`src/rtl/serial_addsub_nand.sv`:
```
`default_nettype none
// ============================================================================
// Module   : serial_addsub_nand
// Brief    : Bit-serial adder/subtractor with a NAND-only full-adder slice.
//            Operands load in parallel and are processed LSB-first, one bit
//            per clock. The result comes back in parallel with carry/borrow
//            and signed-overflow flags.
// Options  : SATURATE_EN - on signed overflow, clamp the result to the
//            signed limit in the direction of operand A's sign.
// Revision : 1.0 - initial release
// ============================================================================
module serial_addsub_nand #(
    parameter int WIDTH = 8
) (
    input  logic             clk,
    input  logic             rst,
    input  logic             start,
    input  logic             mode,
    input  logic [WIDTH-1:0] a,
    input  logic [WIDTH-1:0] b,
    output logic             busy,
    output logic             done,
    output logic [WIDTH-1:0] result,
    output logic             cout,
    output logic             overflow
);

    localparam int               CNT_W  = $clog2(WIDTH) + 1;
    localparam logic [CNT_W-1:0] C_LAST = CNT_W'(WIDTH - 1);

    typedef enum logic [1:0] {
        S_IDLE = 2'd0,
        S_RUN  = 2'd1,
        S_DONE = 2'd2
    } state_t;

    state_t             state_q,  state_d;
    logic [WIDTH-1:0]   a_sr_q,   a_sr_d;
    logic [WIDTH-1:0]   b_sr_q,   b_sr_d;
    logic [WIDTH-1:0]   result_q, result_d;
    logic [CNT_W-1:0]   cnt_q,    cnt_d;
    logic               carry_q,  carry_d;
    logic               cout_q,   cout_d;
    logic               ovf_q,    ovf_d;
    logic               busy_q,   busy_d;
    logic               done_q,   done_d;
`ifdef SATURATE_EN
    logic               a_msb_q,  a_msb_d;
`endif

    // Full-adder slice: two NAND half-adder structures plus a NAND carry merge
    wire fa_a  = a_sr_q[0];
    wire fa_b  = b_sr_q[0];
    wire fa_ci = carry_q;
    wire n1, n2, n3, fa_h, n5, n6, n7, fa_s, fa_c;

    nand u_n1 (n1,   fa_a, fa_b);
    nand u_n2 (n2,   fa_a, n1);
    nand u_n3 (n3,   fa_b, n1);
    nand u_n4 (fa_h, n2,   n3);
    nand u_n5 (n5,   fa_h, fa_ci);
    nand u_n6 (n6,   fa_h, n5);
    nand u_n7 (n7,   fa_ci, n5);
    nand u_n8 (fa_s, n6,   n7);
    nand u_n9 (fa_c, n1,   n5);

    // Next-state logic: load on start, shift one bit per RUN cycle, flag at the MSB.
    // Subtraction is folded into the load (inverted B, carry-in of 1), so the
    // mode does not need to be kept once the operation has started.
    always_comb begin
        state_d  = state_q;
        a_sr_d   = a_sr_q;
        b_sr_d   = b_sr_q;
        result_d = result_q;
        cnt_d    = cnt_q;
        carry_d  = carry_q;
        cout_d   = cout_q;
        ovf_d    = ovf_q;
        busy_d   = 1'b0;
        done_d   = 1'b0;
`ifdef SATURATE_EN
        a_msb_d  = a_msb_q;
`endif
        case (state_q)
            S_IDLE: begin
                if (start) begin
                    a_sr_d   = a;
                    b_sr_d   = mode ? ~b : b;
                    carry_d  = mode;
                    result_d = '0;
                    cout_d   = 1'b0;
                    ovf_d    = 1'b0;
                    cnt_d    = '0;
                    busy_d   = 1'b1;
                    state_d  = S_RUN;
`ifdef SATURATE_EN
                    a_msb_d  = a[WIDTH-1];
`endif
                end
            end
            S_RUN: begin
                result_d = {fa_s, result_q[WIDTH-1:1]};
                a_sr_d   = a_sr_q >> 1;
                b_sr_d   = b_sr_q >> 1;
                carry_d  = fa_c;
                cnt_d    = cnt_q + 1'b1;
                busy_d   = 1'b1;
                if (cnt_q == C_LAST) begin
                    // carry_q is the carry into the MSB here
                    cout_d  = fa_c;
                    ovf_d   = carry_q ^ fa_c;
                    busy_d  = 1'b0;
                    done_d  = 1'b1;
                    state_d = S_DONE;
`ifdef SATURATE_EN
                    if (carry_q ^ fa_c) begin
                        result_d = a_msb_q ? {1'b1, {(WIDTH-1){1'b0}}}
                                           : {1'b0, {(WIDTH-1){1'b1}}};
                    end
`endif
                end
            end
            S_DONE: begin
                state_d = S_IDLE;
            end
            default: begin
                state_d = S_IDLE;
            end
        endcase
    end

    // State and output registers with asynchronous clear
    always_ff @(posedge clk or posedge rst) begin
        if (rst) begin
            state_q  <= S_IDLE;
            a_sr_q   <= '0;
            b_sr_q   <= '0;
            result_q <= '0;
            cnt_q    <= '0;
            carry_q  <= 1'b0;
            cout_q   <= 1'b0;
            ovf_q    <= 1'b0;
            busy_q   <= 1'b0;
            done_q   <= 1'b0;
`ifdef SATURATE_EN
            a_msb_q  <= 1'b0;
`endif
        end else begin
            state_q  <= state_d;
            a_sr_q   <= a_sr_d;
            b_sr_q   <= b_sr_d;
            result_q <= result_d;
            cnt_q    <= cnt_d;
            carry_q  <= carry_d;
            cout_q   <= cout_d;
            ovf_q    <= ovf_d;
            busy_q   <= busy_d;
            done_q   <= done_d;
`ifdef SATURATE_EN
            a_msb_q  <= a_msb_d;
`endif
        end
    end

    assign busy     = busy_q;
    assign done     = done_q;
    assign result   = result_q;
    assign cout     = cout_q;
    assign overflow = ovf_q;

endmodule
`default_nettype wire

```
`config.mk`:
```
export PLATFORM = sky130hd
export DESIGN_NAME = serial_addsub_nand
export DESIGN_NICKNAME = d
export VERILOG_FILES = /design/src/rtl/serial_addsub_nand.sv
export SDC_FILE = /design/constraint.sdc
export NUM_CORES = 1
export LEC_CHECK = 0
export BUFFER_PORTS_ARGS = -buffer_cell sky130_fd_sc_hd__buf_2
export CORE_MARGIN = 5
export CORE_UTILIZATION = 40
export DETAILED_ROUTE_END_ITERATION = 8
export GPL_ROUTABILITY_DRIVEN = 0
export HOLD_SLACK_MARGIN = 0.15
export PLACE_DENSITY = 0.67
export SYNTH_ARGS = -nofsm -noshare
export SYNTH_HDL_FRONTEND = slang
export SYNTH_SLANG_ARGS = --single-unit
```
`constraint.sdc`:
```
create_clock -name clk -period 1.4 [get_ports clk]
set_input_delay 0.07 -clock clk [delete_from_list [all_inputs] [get_ports clk]]
set_output_delay 0.07 -clock clk [all_outputs]
set_load 0.02 [all_outputs]
```
==> After elaboration in Yosys (flattened, before gate mapping) <==
Cells that the tools add are included.
{ "word_totals": {"register_bits": 35, "output_inout_bits": 12, "word_cells": 64} }
{ "classes": {"n_addsub": 1, "n_eq_ne": 4, "mux": 24, "n_bitwise": 20, "reduce_logical": 5} }
{ "ops": {"columns": ["cell", "n"], "rows": [
  ["$pmux W8 S2", 3],
  ["$mux W8", 4],
  ["$and A1 B1 Y1", 9],
  ["$not A1 Y1", 9],
  ["$mux W1", 8],
  ["$not A8 Y8", 1],
  ["$pmux W1 S2", 4],
  ["$pmux W4 S2", 1],
  ["$add A4 B1 Y4 const B", 1],
  ["$eq A4 B3 Y1 const B", 1],
  ["$mux W2", 2],
  ["$mux W4", 1],
  ["$ne A2 B2 Y1 const B", 2],
  ["$pmux W2 S2", 1],
  ["$reduce_and A2 Y1", 2],
  ["$reduce_and A3 Y1", 1],
  ["$eq A2 B1 Y1 const B", 1],
  ["$logic_not A2 Y1", 1],
  ["$reduce_bool A2 Y1", 1],
  ["$xor A1 B1 Y1", 1]
]} }

==> Depth between registers and ports, before layout <==
{ "depth": {"word_depth": 13, "depth_mapped": 6, "mapped_depth_nobuf": 4} }

==> Least setup slack after synthesis <==
Ideal clock, no wire load.
{ "synth_timing": {"path_type": "reg-to-reg", "start": "reg a_sr_q[0]", "end": "reg ovf_q (netlist: overflow)", "setup_ps": 69, "t_arrival_ps": 1340, "slack_ps": -9, "path_stages_with_launch": 5, "path_cell_list": "dfrtp_1 -> fa_1 -> xnor2_1 -> or3_1 -> nand3_1"} }
{ "synth_via": {"elab_chain_len": 13} }
{ "synth_rtl": {"columns": ["item", "line_no", "source"], "rows": [
  ["start: declaration", "38", "logic [WIDTH-1:0] a_sr_q, a_sr_d;"],
  ["start signal: assignment", "150", "a_sr_q <= a_sr_d;"],
  ["$and A1 B1 Y1", "57", "nand u_n1 (n1, fa_a, fa_b);"],
  ["$not A1 Y1", "57", null],
  ["$and A1 B1 Y1 (on tied branches)", "58, 59", null],
  ["$not A1 Y1 (on tied branches)", "58, 59", null],
  ["$and A1 B1 Y1", "60", "nand u_n4 (fa_h, n2, n3);"],
  ["$not A1 Y1", "60", null],
  ["$and A1 B1 Y1", "61", "nand u_n5 (n5, fa_h, fa_ci);"],
  ["$not A1 Y1", "61", null],
  ["$and A1 B1 Y1 *", "65", "nand u_n9 (fa_c, n1, n5);"],
  ["$not A1 Y1 *", "65", null],
  ["$xor A1 B1 Y1 *", "111", "ovf_d = carry_q ^ fa_c;"],
  ["$mux W1 *", "108", "if (cnt_q == C_LAST) begin"],
  ["$pmux W1 S2 *", "84", "case (state_q)"],
  ["end signal: assignment", "156", "ovf_q <= ovf_d;"],
  ["end: declaration", "44", "logic ovf_q, ovf_d;"]
]} }
Every way passes the cells marked *; elsewhere a longest branch is shown, timed or not. The select of a mux whose other input is x is not followed.
A chain may end at the register's enable or synchronous reset.

==> Worst setup path after layout <==
Same ends and word-level chain as after synthesis.

==> out/metrics.csv <==
stage,metric,value,unit
die,height of the die,74.0,um
die,die footprint,5480,sq um
sta,Max Slew Vio Count,0,
power,power per cell area,1970,nW/um^2
cts,clock sink count,35,
cts,TritonCTS Buffers,5,
yosys,"Avg Cell Area, Syn",11.5,sq um
sta,Max Clock Freq,719,MHz
die,Ports,32,
cts,clock buffer depth,2,
sta,Tcrit/Tclk final,0.994,
route,routed wire length,3330,um
cts,clk slew on worst S/H paths,70,ps
sta,Worst Skew,5.86,ps
yosys,Synth Cell Area,1640,sq um
cts,CTS tree,done,
yosys,Seq cells post-synth,35,
worst_setup_path,startpoint types,flop,
worst_setup_path,Crit Path Max Fanout,3,
sta,final setup fails,0,
yosys,number of flops mapped to enable cells by yosys,0,
placement,Final HPWL DP,2360,um
yosys,Synth Net Count,165,
power,sequential power share,0.393,
power,Pleak,0.00107,uW
die,Initial Util,0.410,
route,vias,1248,
yosys,async set or reset register ratio after synthesis,1.00,
finish,Final nets,215,
yosys,post-synthesis sequential area ratio,0.534,
global_routing,vias in the first global route,1299,
route,Post-DRT Antenna Nets,0,
power,Tot Pwr,4200,uW
power,clock share of power,0.255,
finish,antenna diode count,0,
route,vias per cell,5.11,
route,DR DRC count,0,
worst_setup_path,worst path cell trace,fa_2 > xnor2_1 > or3_1 > nand3_1,
worst_setup_path,Worst Path Buf+Inv,0,
placement,Port Buffers,31,
route,Avg WL per Cell,13.7,um
route,DR pass1 iterations,4,
global_routing,first-pass GRT wire length,5820,um
worst_setup_path,Crit. End Element,flop,
yosys,Netlist cell types,32,
yosys,Mapped Cells,143,
power,Worst VDD drop,0.988,mV
yosys,Main synth FF type,dfrtp_1,
finish,Area growth syn-to-layout,29.9,%
worst_setup_path,CP peak stage delay,420,ps
die,die width,74.0,um
sta,RSZ-0062 raised after global routing,yes,
sta,Rel. slew slack,0.710,
worst_setup_path,"Slowest-stage cell, CP",fa_2,
worst_setup_path,CP top delay family,adder cells,
worst_hold_path,Hold/Removal Path Class,input port to flop,
sta,setup_tns,0,ps
power,P_int,2810,uW
sta,Tmin final,1390,ps
worst_setup_path,Crit path arrival time,1610,ps
power,switch share,0.332,
outcome,status,completed,
power,P_sw,1390,uW
global_routing,antenna violations before repair,0,
worst_setup_path,critical path class,flop to flop,
sta,Tightest Pin Transition,435,ps
cts,Worst-Skew Late Latency,290,ps
sta,hold slack,156,ps
run,max cap viols,0,
route,Initial DRC Count,45,
sta,Final Hold Vio Count,0,
power,Logic pwr share,0.352,
cts,CTS HTree Levels,2,
finish,share of layout cells above drive strength 1,0.294,
die,core area,4000,sq um
global_routing,GRT Util Overall,0.139,
global_routing,largest net degree at the start of global routing,36,
worst_setup_path,Crit path required time,1620,ps
finish,Layout Utilization,0.532,
die,row count,23,
cts,CTS root buf,clkbuf_8,
global_routing,total congestion overflow,0,
yosys,Synth warnings,0,
[worst register-to-register path, stage by stage, from the launching register on]
cell     delay, ps
dfrtp_1        400
fa_2           420
xnor2_1        130
or3_1          300
nand3_1         80
[cell type report]
cell class                 instances  area (sq um)
sequential                        35           876
inverter                           4          15.0
multi-input combinational         94           682
tap                               50          62.6
clock inverter                     3          67.6
timing repair buffer              53           358
clock buffer                       5          68.8
fill                             348          1870
[cell usage in the layout (no fill, tap or decap), types with 2 or more instances in the layout]
cell	n
nand2_1	17
dlygate4sd3_1	10
bufinv_16	2
a22o_1	9
o21ai_0	12
buf_2	31
inv_1	4
nor2_1	4
xor2_1	8
clkbuf_8	5
mux2i_1	7
nand3_1	2
buf_4	11
nor2b_1	3
dfrtp_1	35
a22oi_1	13
a221o_1	2
[metal layers]
metal	global-route usage	vias up	wire length (um)
met5	0	-	0
met4	0.0503	0	19
met3	0.0419	2	239
met2	0.218	41	1510
met1	0.184	597	1560
li1	-	608	-
[path summary, 6_finish.rpt]
check                           from         to  slack (ps)  cells past startpoint
setup / recovery           a_sr_q[0]   overflow           9                      4
hold / removal                  b[3]  b_sr_q[3]         160                      4
setup reg to reg           a_sr_q[0]   overflow           9                      4
hold reg to reg            a_sr_q[2]  a_sr_q[2]         480                      2
max in group asynchronous        rst  b_sr_q[0]         670                      4
min in group asynchronous        rst  result[4]         430                      4
[cells in the mapped netlist, types with 4 or more instances]
library cell	count	area [sq um]
a22oi_1	13	97.6
mux2i_1	7	70.1
inv_1	4	15.0
nand2_1	17	63.8
buf_6	4	45.0
xor2_1	8	70.1
nor2_1	4	15.0
dfrtp_1	35	876
o21ai_0	12	60.1
a22o_1	9	78.8
[registers in the layout (all words and copies together) (netlist names)]
signal and flops:
done 1, overflow 1, b_sr_q 8, cnt_q 4, a_sr_q 8, state_q 2
busy 1, cout 1, result 8, carry_q 1
[what timing repair did]
action | in CTS | in global routing
endpoints found under the hold margin | 44 | 0
setup buffers | 0 | 1
hold buffers | 10 | 0
gates resized for setup | 0 | 1
setup endpoints to repair | 0 | 2
[metrics by stage]
stage | setup WS [ps] | std cells | area, sq um
4_1_cts | 4.86 | 243 | 2120
5_1_grt | -48.8 | 244 | 2130
3_3_place_gp | 26.9 | 225 | 1880
6_report | 8.66 | 244 | 2130
3_5_place_dp | 2.44 | 225 | 1880
2_1_floorplan | 56.2 | 143 | 1640
[power by group through the flow]
| stage | Sequential, uW | Clock, uW | Combinational (uW) |
|---|---|---|---|
| 6_report | 1650 | 1070 | 1480 |
| 5_1_grt | 1710 | 1160 | 1660 |
| 4_1_cts | 1660 | 1100 | 1480 |
| 3_5_place_dp | 1670 | 0 | 1460 |
| 3_3_place_gp | 1660 | 0 | 1400 |
| 2_1_floorplan | 1770 | 0 | 898 |
[cells by family after synthesis]
logic type	after synthesis	share of synthesized area
AOI/OAI and AO/OA	43	0.195
xor gates and xnor gates	9	0.0481
adders and majority gates	2	0.0198
buffers and inverters	14	0.0527
DFF	35	0.534
muxes	8	0.0496
and+or+nand+nor	32	0.100
No activity file was read; power rests on OpenSTA's default activity.
